`config.mk`:
```
export PLATFORM = sky130hd
export DESIGN_NAME = adc_frame_scheduler
export DESIGN_NICKNAME = d
export VERILOG_FILES = /design/src/rtl/adc_frame_scheduler.sv
export SDC_FILE = /design/constraint.sdc
export NUM_CORES = 1
export LEC_CHECK = 0
export CORE_ASPECT_RATIO = 0.9
export CORE_UTILIZATION = 48
export CTS_CLUSTER_DIAMETER = 150
export CTS_CLUSTER_SIZE = 8
export DETAILED_ROUTE_END_ITERATION = 16
export PLACE_DENSITY = 0.76
export SKIP_CTS_REPAIR_TIMING = 1
export SYNTH_ARGS = -nofsm -noshare
export SYNTH_HDL_FRONTEND = slang
export SYNTH_SLANG_ARGS = --single-unit
```
`constraint.sdc`:
```
create_clock -name i_clock -period 2.05 [get_ports i_clock]
set_clock_uncertainty 0.1 [all_clocks]
set_input_delay 0.41 -clock i_clock [delete_from_list [all_inputs] [get_ports i_clock]]
set_output_delay 0.41 -clock i_clock [all_outputs]
set_load 0.01 [all_outputs]
```
`src/rtl/adc_frame_scheduler.sv`:
```
// adc_frame_scheduler
// Generates a periodic sample tick and, on each tick, captures both ZmodADC1410
// channel words and streams a 6-byte frame (sync, status, CH1 H/L, CH2 H/L)
// through the byte-serial transmitter's send/ready handshake.
//
// Ports:
//   i_clock        system clock
//   i_reset        asynchronous reset, active low
//   i_enable       tick generation enable (level)
//   i_ch1_data     channel 1 sample word
//   i_ch2_data     channel 2 sample word
//   i_ch1_empty    channel 1 FIFO empty (sample invalid)
//   i_ch2_empty    channel 2 FIFO empty (sample invalid)
//   i_ready        serial transmitter idle / ready
//   o_send         one-cycle byte-send strobe
//   o_data         byte presented to the transmitter
//   o_busy         frame in progress
//   o_overrun      sticky: tick arrived while a frame was in progress
//   o_frame_count  completed frames, wrapping
module adc_frame_scheduler #(
   parameter int unsigned          DATA_SIZE    = 16,
   parameter int unsigned          BYTE_SIZE    = 8,
   parameter int unsigned          PERIOD_COUNT = 31000000,
   parameter logic [BYTE_SIZE-1:0] SYNC_BYTE    = 8'hA5
) (
   input  logic                 i_clock,
   input  logic                 i_reset,
   input  logic                 i_enable,
   input  logic [DATA_SIZE-1:0] i_ch1_data,
   input  logic [DATA_SIZE-1:0] i_ch2_data,
   input  logic                 i_ch1_empty,
   input  logic                 i_ch2_empty,
   input  logic                 i_ready,
   output logic                 o_send,
   output logic [BYTE_SIZE-1:0] o_data,
   output logic                 o_busy,
   output logic                 o_overrun,
   output logic [15:0]          o_frame_count
);

   localparam int unsigned      CNT_W    = $clog2(PERIOD_COUNT);
   localparam logic [CNT_W-1:0] CNT_LAST = CNT_W'(PERIOD_COUNT - 1);
   localparam logic [2:0]       LAST_IDX = 3'd5;

   typedef enum logic [2:0] {
      S_IDLE,
      S_CAPTURE,
      S_SEND,
      S_ACK,
      S_NEXT
   } state_t;

   state_t               state;
   state_t               state_next;
   logic [CNT_W-1:0]     period_cnt;
   logic                 tick;
   logic [2:0]           index;
   logic [DATA_SIZE-1:0] ch1_q;
   logic [DATA_SIZE-1:0] ch2_q;
   logic                 v1;
   logic                 v2;
   logic                 overrun;
   logic [15:0]          frame_count;
   logic [BYTE_SIZE-1:0] frame_byte;

   // Period counter: held at zero while disabled, so enabling always yields
   // the first tick a full period later.
   assign tick = i_enable && (period_cnt == CNT_LAST);

   always_ff @(posedge i_clock or negedge i_reset) begin
      if (!i_reset) begin
         period_cnt <= '0;
      end else if (!i_enable || tick) begin
         period_cnt <= '0;
      end else begin
         period_cnt <= period_cnt + CNT_W'(1);
      end
   end

   // Any tick seen outside IDLE is dropped and flagged; this includes a tick
   // coincident with the final NEXT of a frame.
   always_ff @(posedge i_clock or negedge i_reset) begin
      if (!i_reset) begin
         overrun <= 1'b0;
      end else if (!i_enable) begin
         overrun <= 1'b0;
      end else if (tick && (state != S_IDLE)) begin
         overrun <= 1'b1;
      end
   end

   always_comb begin
      state_next = state;
      o_send     = 1'b0;
      case (state)
         S_IDLE: begin
            if (tick) state_next = S_CAPTURE;
         end
         S_CAPTURE: begin
            state_next = S_SEND;
         end
         S_SEND: begin
            if (i_ready) begin
               o_send     = 1'b1;
               state_next = S_ACK;
            end
         end
         S_ACK: begin
            // i_ready falling is the transmitter's acceptance of the byte.
            if (!i_ready) state_next = S_NEXT;
         end
         S_NEXT: begin
            state_next = (index == LAST_IDX) ? S_IDLE : S_SEND;
         end
         default: begin
            state_next = S_IDLE;
         end
      endcase
   end

   always_ff @(posedge i_clock or negedge i_reset) begin
      if (!i_reset) begin
         state       <= S_IDLE;
         index       <= '0;
         ch1_q       <= '0;
         ch2_q       <= '0;
         v1          <= 1'b0;
         v2          <= 1'b0;
         frame_count <= '0;
      end else begin
         state <= state_next;
         case (state)
            S_CAPTURE: begin
               ch1_q <= i_ch1_data;
               ch2_q <= i_ch2_data;
               v1    <= ~i_ch1_empty;
               v2    <= ~i_ch2_empty;
               index <= '0;
            end
            S_NEXT: begin
               if (index == LAST_IDX) begin
                  frame_count <= frame_count + 16'd1;
               end else begin
                  index <= index + 3'd1;
               end
            end
            default: begin
            end
         endcase
      end
   end

   // Invalid channels transmit zeros in place of their sample bytes.
   always_comb begin
      frame_byte = '0;
      case (index)
         3'd0: frame_byte = SYNC_BYTE;
         3'd1: frame_byte = {frame_count[5:0], v2, v1};
         3'd2: frame_byte = v1 ? ch1_q[15:8] : '0;
         3'd3: frame_byte = v1 ? ch1_q[7:0]  : '0;
         3'd4: frame_byte = v2 ? ch2_q[15:8] : '0;
         3'd5: frame_byte = v2 ? ch2_q[7:0]  : '0;
         default: frame_byte = '0;
      endcase
   end

   assign o_data        = ((state == S_SEND) || (state == S_ACK)) ? frame_byte : '0;
   assign o_busy        = (state != S_IDLE);
   assign o_overrun     = overrun;
   assign o_frame_count = frame_count;

endmodule

```
# Yosys cells after proc, flatten, opt, wreduce, memory -nomap -nowiden

Cells that the tools add are included.

Logic and storage cells: 59
Flip-flop bits (word level): 82
Output and inout port bits: 27

Equal/unequal tests: 15
Bitwise logic cells: 2
Muxes and demuxes: 18
Add/sub/neg operators: 3
Reduce and logical (&&, ||, !) cells: 12

Operators by type and width:

| operator                                                        | count |
|---|---|
| 8-bit case mux with 6 select lines                              | 1 |
| 8-bit two-way mux                                               | 5 |
| 25-bit by 1-bit adder with 25-bit output, second input constant | 1 |
| 25-bit == test, second input constant                           | 1 |
| 25-bit two-way mux                                              | 1 |
| 16-bit by 1-bit adder with 16-bit output, second input constant | 1 |
| 3-bit case mux with 5 select lines                              | 1 |
| 3-bit by 2-bit == test with 1-bit output, second input constant | 4 |
| 3-bit two-way mux                                               | 4 |
| 3-bit == test, second input constant                            | 3 |
| 2-bit != test, second input constant                            | 4 |
| 3-bit by 1-bit == test with 1-bit output, second input constant | 2 |
| 3-bit zero test                                                 | 2 |
| 3-bit case mux with 2 select lines                              | 1 |
| 1-bit two-way mux                                               | 4 |
| 2-bit AND reduction                                             | 2 |
| 3-bit by 1-bit adder with 3-bit output, second input constant   | 1 |
| 3-bit AND reduction                                             | 1 |
| 3-bit nonzero test                                              | 1 |
| 1-bit logical AND                                               | 2 |
| 1-bit logical OR                                                | 2 |
| 2-bit two-way mux                                               | 1 |
| 2-bit by 1-bit != test with 1-bit output, second input constant | 1 |
| 1-bit NOT                                                       | 2 |
| other kinds (2)                                                 | 2 |

# Depth between registers and ports, before layout

Gate-level depths: netlist (run 1).

Word-level depth: 5
Mapped depth: 8

# Worst setup path before layout (run 1)

OpenSTA, ideal clock, no wires.

Kind: reg2out
Start point: register index[2]
End point: output port o_data[6]
Setup slack: -0.235 ns
Arrival: 1.775 ns
Stages on the path, launching flop included: 8
Path buffers: 2
Data required time: 1.540 ns
Cell sequence: dfrtp_1 clkbuf_1 inv_1 ha_1 clkbuf_1 a22o_1 a222oi_1 nor2_1

Longest elaborated chain between the ends: 3
Elaborated cells between the ends (all ways): 8
Those cells by class: eq/ne (5); mux (2); reduce/logical (1)

Ends and longest elaborated chain:

| element                                     | line | RTL |
|---|---|---|
| from (decl)                                 | 57   | `logic [2:0] index;` |
| from (signal assigned)                      | 144  | `index <= index + 3'd1;` |
| 3-bit == test, or another cell as far along | 156  | `case (index)` |
| 8-bit case mux with 6 select lines (*)      | 156  |  |
| 8-bit two-way mux (*)                       | 167  | `assign o_data = ((state == S_SEND) \|\| (state == S_ACK)) ? frame_byte : '0;` |
| to (decl)                                   | 35   | `output logic [BYTE_SIZE-1:0] o_data,` |

Every way passes the cells marked *; elsewhere a longest branch is shown, timed or not.

# Final worst setup path (run 1)

Start point: register index[0]
End point: output port o_data[3]

The elaborated chain is that of the path after synthesis.

==> results.cfg, run 1 <==
[timing]
final_max_slew_viol_count = 0
fin_ws_ns = -0.4979
holdWs_ns = 0.3952
period_needed_ns = 2.548
finalSetupViolCount = 10
relSlewSlack = 0.6692
hold_violations = 0
clock.fmax_mhz = 392.5
grt_setup_unrepaired = true
tightestPinTransition_ns = 0.4962
fin_crit_sh = 1.243

[placement]
place_ws_ns = -0.4988
place_hpwl_um = 6997
gp_congestion = 0.8829
portBuffers = 64

[setup_path]
critPathKind = flop to primary output
arrival_ns = 2.04
critPathMaxFanout = 10
start_kind = flop
crit_path_end_kind = primary output
cp.required_ns = 1.54

[cts]
cts_buffer_depth = 2
cts_root_buffer = clkbuf_8
cts_tree = built
path_clk_slew_ns = 0.08
insertion_delay_ns = 0.35
cts.sinks = 82
htree_levels = 3
cts_inserted_buffers = 9

[route]
drc = 0
dr.pass1.iters = 5
drt-total-wl_um = 9998
vias = 3344
antenna_left = 0
vias_per_cell = 5.687
route.detailed.wl_per_inst_um = 17.00
detail_route.iter0.violations = 236

[global_route]
grtUsageTotal = 0.2234
overflow = 0
grt_max_degree = 38
grt_pass1_wl_um = 15060
antenna_found_initial = 0
first_global_vias = 3072

[logic_synthesis]
yosysWarnings = 0
syn_area_um2 = 4070
netlist-cell-type-count = 45
synth_top_area_frac = 0.5042
yosysTopAreaCell = dfrtp_1
syn_area_per_cell_um2 = 10.71
ys_ff_latch = 82
ys_async_sr_fraction = 1.000
synth_nets = 425
ys_top_cells_by_area = dfrtp_1 (50%), mux2_2 (9.1%), xor2_1 (4.1%), nor2_1 (3.2%), a21oi_1 (2.6%)
yosysSeqAreaShare = 0.5042
netlist_instances = 380
synth-edff-count = 0
yosys_most_used_dff = dfrtp_1

[floorplan]
ios = 65
num_rows = 31
die_area_um2 = 8852
die_h_um = 89.36
coreArea_um2 = 8145
start_util = 0.4997
fp.dieW_um = 99.07

[layout]
area_growth_pct = 33.91
n_antenna_cell = 0
nNetsFinal = 529
drive_gt1_frac = 0.2802
fillers = 625

[power]
power_leakage_nw = 2.351
vdd_drop_max_mv = 0.5778
p_per_area_nw_per_um2 = 975.2

[flow_run]
maxCapViolations = 0

[run_status]
status = finished with violations
violations = setup timing

[worst_hold_path]
hp-class = flop to flop
## layer usage
metal  GRT usage  routed length, µm  up-vias
met1      0.3081               4661     1647
met2      0.3592               4833       94
met4     0.07487                146        0
li1            -                  -     1591
met3     0.04300                357       12
met5           0                  0        -
## cell usage after synthesis, types with 5 or more instances
cell      count
nand3_1      17
clkbuf_1     11
xor2_1       19
nand4_1       9
nor2_1       35
buf_2         6
or4_1         6
ha_1          7
dfrtp_1      82
and3_1        7
a22o_1       10
nand2_1      25
xnor2_1      10
mux2_2       33
a21oi_1      21
inv_1         8
a22oi_1       5
nor3_1        8
o21ai_0       9
or3_1         5
## cells in the final DEF, fill, tap and decap left out, types with 4 or more instances in the layout
cell type,netlist,final
a21oi_1,21,18
a222oi_1,4,4
a22o_1,10,10
a22oi_1,5,4
and3_1,7,7
and4_1,4,4
buf_4,0,43
clkbuf_2,0,5
clkbuf_8,0,10
clkdlybuf4s50_1,0,53
dfrtp_1,82,80
ha_4,0,5
inv_1,8,6
mux2_2,33,33
nand2_1,25,25
nand3_1,17,15
nand4_1,9,9
nor2_1,35,34
nor3_1,8,4
nor3_2,0,4
o21ai_0,9,9
o31ai_1,4,4
or3_1,5,5
or4_1,6,5
xnor2_1,10,10
xor2_1,19,19
## worst max-delay path, cell delays in order, from the launching register on
cell,delay [ns]
dfrtp_2,0.47
buf_4,0.17
ha_4,0.19
buf_4,0.14
a22o_1,0.23
a222oi_1,0.26
nor2_1,0.09
buf_2,0.15
## registers in the layout, summed over array words and instances, names as in the netlist
| register | flops |
|---|---|
| o_overrun | 1 |
| ch1_q | 16 |
| state | 3 |
| period_cnt | 25 |
| o_frame_count | 16 |
| v2 | 1 |
| index | 3 |
| ch2_q | 16 |
| v1 | 1 |
## power breakdown
group          switching (mW)  total (mW)  internal, mW
logic                   0.848        1.87          1.03
clock network           0.625        1.11         0.484
registers               0.331        2.33          2.00
total                    1.80        5.32          3.51
## final cells by class
class / instances / area (µm²) / share of cell area
Clock buffer: 10 / 137.6 / 0.02525
Clock inverter: 6 / 48.80 / 0.008953
Inverter: 8 / 32.53 / 0.005969
Multi-Input combinational cell: 272 / 2053 / 0.3767
Sequential cell: 82 / 2054 / 0.3770
Tap cell: 99 / 123.9 / 0.02273
Timing Repair Buffer: 111 / 999.7 / 0.1834
## kinds of logic after synthesis
family | count (synthesis) | synth area share
and+or+nand+nor | 136 | 0.1783
DFF | 82 | 0.5042
AOI/OAI and AO/OA | 65 | 0.1097
muxes | 35 | 0.09622
xor gates and xnor gates | 29 | 0.06240
buffers and inverters | 26 | 0.02767
adders and majority gates | 7 | 0.02152
## worst paths after layout
path,from,end,slack (ns),depth (start not counted)
worst max-delay path,index[0],o_data[3],-0.50,7
worst min-delay path,o_overrun,o_overrun,0.40,1
worst max register to register,index[1],o_frame_count[12],-0.01,8
worst min register to register,o_overrun,o_overrun,0.40,1
max in group asynchronous,i_reset,o_frame_count[8],0.82,3
min in group asynchronous,i_reset,period_cnt[10],0.46,2
## metrics by stage
step	power, mW	TNS (ns)	cells	util	cell area, µm²
2_1_floorplan	3.282	0	380	-	4093
3_3_place_gp	4.026	-3.897	566	0.6264	5102
3_5_place_dp	4.086	-4.415	566	0.6264	5102
4_1_cts	5.200	-8.235	582	0.6493	5289
5_1_grt	5.606	-4.760	588	0.6691	5450
6_report	5.315	-3.365	588	0.6691	5450
(Power assumes the default switching activity.)
==> run 2: changes to the inputs <==
--- a/config.mk
+++ b/config.mk
@@ -5,7 +5,7 @@
 export SDC_FILE = /design/constraint.sdc
 export NUM_CORES = 1
 export LEC_CHECK = 0
-export CORE_ASPECT_RATIO = 0.9
+export CORE_ASPECT_RATIO = 2
 export CORE_UTILIZATION = 48
 export CTS_CLUSTER_DIAMETER = 150
 export CTS_CLUSTER_SIZE = 8
==> run 2 against run 1 <==
  * The flow still finishes with violations (setup timing)
  * Critical endpoint is now o_data[0]
  * Largest power group unchanged
  * Register-to-register slack improved by 0.02 ns
  * Cell area grew 3.4%
  * Via count rose by 3.5%
  * Fmax is 2.0% higher
  * Core utilization rose by 1.6 points
  * Largest cell class is now multi-input combinational cells
  * Sequential power fell by 2%
==> results.cfg, run 2 (synthesis gave the netlist of run 1 again) <==
[placement]
dpl-instance-area_um2 = 5111
placed_cells = 568
gp_congestion = 0.8791
portBuffers = 64
place_hpwl_um = 7746

[cts]
path_clk_slew_ns = 0.06
insertion_delay_ns = 0.34
cts_buffer_depth = 2
htree_levels = 3
cts_inserted_buffers = 9
cts_tree = built
cts.sinks = 82
cts_root_buffer = clkbuf_16

[setup_path]
r2r_cells = 9
crit_path_end_kind = primary output
slowest_stage = dfrtp_1
critPathMaxFanout = 6
r2r_setup_slack_ns = 0.01
r2r-start = index[1]
critPathMostFrequentCell = buf_6
start_kind = flop
reg2reg_to = o_frame_count[13]
cp.required_ns = 1.54
cpPeakStageDelay_ns = 0.43
cp_cell_sequence = buf_6 > ha_4 > buf_6 > a32o_1 > a222oi_1 > nor2_1 > buf_2
arrival_ns = 1.99
critPathKind = flop to primary output

[timing]
fin_ws_ns = -0.4477
tightestPinTransition_ns = 0.4970
holdWs_ns = 0.3740
finalSetupViolCount = 8
final.setup.tns_ns = -2.910
relSlewSlack = 0.6667
grt_setup_unrepaired = true
fin_crit_sh = 1.218
clock.fmax_mhz = 400.4
period_needed_ns = 2.498
final_max_slew_viol_count = 0
hold_violations = 0

[global_route]
grt_max_degree = 39
overflow = 0
antenna_found_initial = 0
first_global_vias = 3527
grt_pass1_wl_um = 17160
grtUsageTotal = 0.2611

[route]
antenna_left = 0
drt-total-wl_um = 11100
route.detailed.wl_per_inst_um = 18.75
vias_per_cell = 5.846
detail_route.iter0.violations = 240
drc = 0
vias = 3461
dr.pass1.iters = 4

[layout]
largest_reg_flops = 25
layout_common_cells = dfrtp_1 (80), clkdlybuf4s50_1 (53), buf_4 (44), nor2_1 (33), mux2_2 (33)
fillers = 587
largest_register = period_cnt
fin_util = 0.6847
instances_no_fill = 592
area_growth_pct = 38.49
finalInstanceArea_um2 = 5637
n_antenna_cell = 0
final_common_cell = dfrtp_1
nNetsFinal = 534
drive_gt1_frac = 0.2996

[floorplan]
coreArea_um2 = 8233
num_rows = 47
start_util = 0.4944
die_area_um2 = 8874
fp.dieW_um = 67.12
die_h_um = 132.2
ios = 65

[run_status]
violations = setup timing
status = finished with violations

[power]
pwr-share-comb = 0.335
power_leakage_nw = 2.462
swShare = 0.3088
vdd_drop_max_mv = 0.6988
clockPowerShare = 0.277
seq_power_share = 0.388
switchingPower_mw = 1.814
p_per_area_nw_per_um2 = 1043
intPower_mw = 4.062

[worst_hold_path]
hp-class = flop to flop
holdCritStartpoint = o_frame_count[15]
min_delay_worst_endpoint = o_frame_count[15]
hold_depth = 1

[flow_run]
maxCapViolations = 0
-- run 2: cell types whose count changed in the layout (fill, tap and decap cells not counted), moves of 2 or more --
| cell | change |
|---|---|
| buf_6 | +5 |
| inv_2 | +2 |
| clkbuf_1 | +3 |
| ha_2 | +2 |
| ha_4 | -2 |
| clkbuf_16 | +9 |
| inv_6 | -2 |
| clkinvlp_4 | -3 |
| clkbuf_8 | -8 |
-- run 2: worst max-delay path by stage --
stage,from,endpoint,slack (ns),depth (start not counted)
floorplan,index[0],o_data[6],0.006,7
global placement,index[0],o_data[6],-0.44,8
detailed placement,index[0],o_data[1],-0.50,6
CTS,index[0],o_data[7],-0.88,9
global route,index[0],o_data[0],-0.52,7
finish,index[0],o_data[0],-0.45,7
-- run 2: per-stage QoR --
step	worst slack [ns]	total power [mW]
after floorplan	0.005733	3.282
after global placement	-0.4378	4.023
after detailed placement	-0.4984	4.110
after CTS	-0.8763	5.743
after global routing	-0.5224	6.126
final	-0.4477	5.877
-- run 2: cell type report --
cell class,count,area [µm²],share of cell area
multi-input combinational,272,2087,0.3703
sequential,82,2054,0.3645
timing repair buffer,116,1044,0.1851
clock buffer,14,264.0,0.04684
tap,98,122.6,0.02175
clock inverter,2,35.03,0.006215
inverter,8,30.03,0.005327
-- run 2: power groups by stage --
stage | Combinational (mW) | Sequential [mW] | Clock (mW)
global placement | 1.76 | 2.27 | 0
detailed placement | 1.82 | 2.29 | 0
finish | 1.97 | 2.28 | 1.63
global route | 2.09 | 2.32 | 1.72
CTS | 1.83 | 2.27 | 1.65
floorplan | 1.10 | 2.18 | 0
-- run 2: metal layers --
layer / vias up / part of all wire / global-route usage
li1: 1603 / - / -
met4: 0 / 0.052 / 0.1407
met5: - / 0 / 0
met3: 35 / 0.040 / 0.05363
met2: 117 / 0.57 / 0.4622
met1: 1706 / 0.34 / 0.2732
-- run 2: worst max-delay path: cells and delay by family, from the launching register on --
family / cells / cell delay (ns)
DFF: 1 / 0.43
AOI/OAI and AO/OA: 2 / 0.51
adders and majority gates: 1 / 0.17
buffers and inverters: 3 / 0.43
and+or+nand+nor: 1 / 0.11
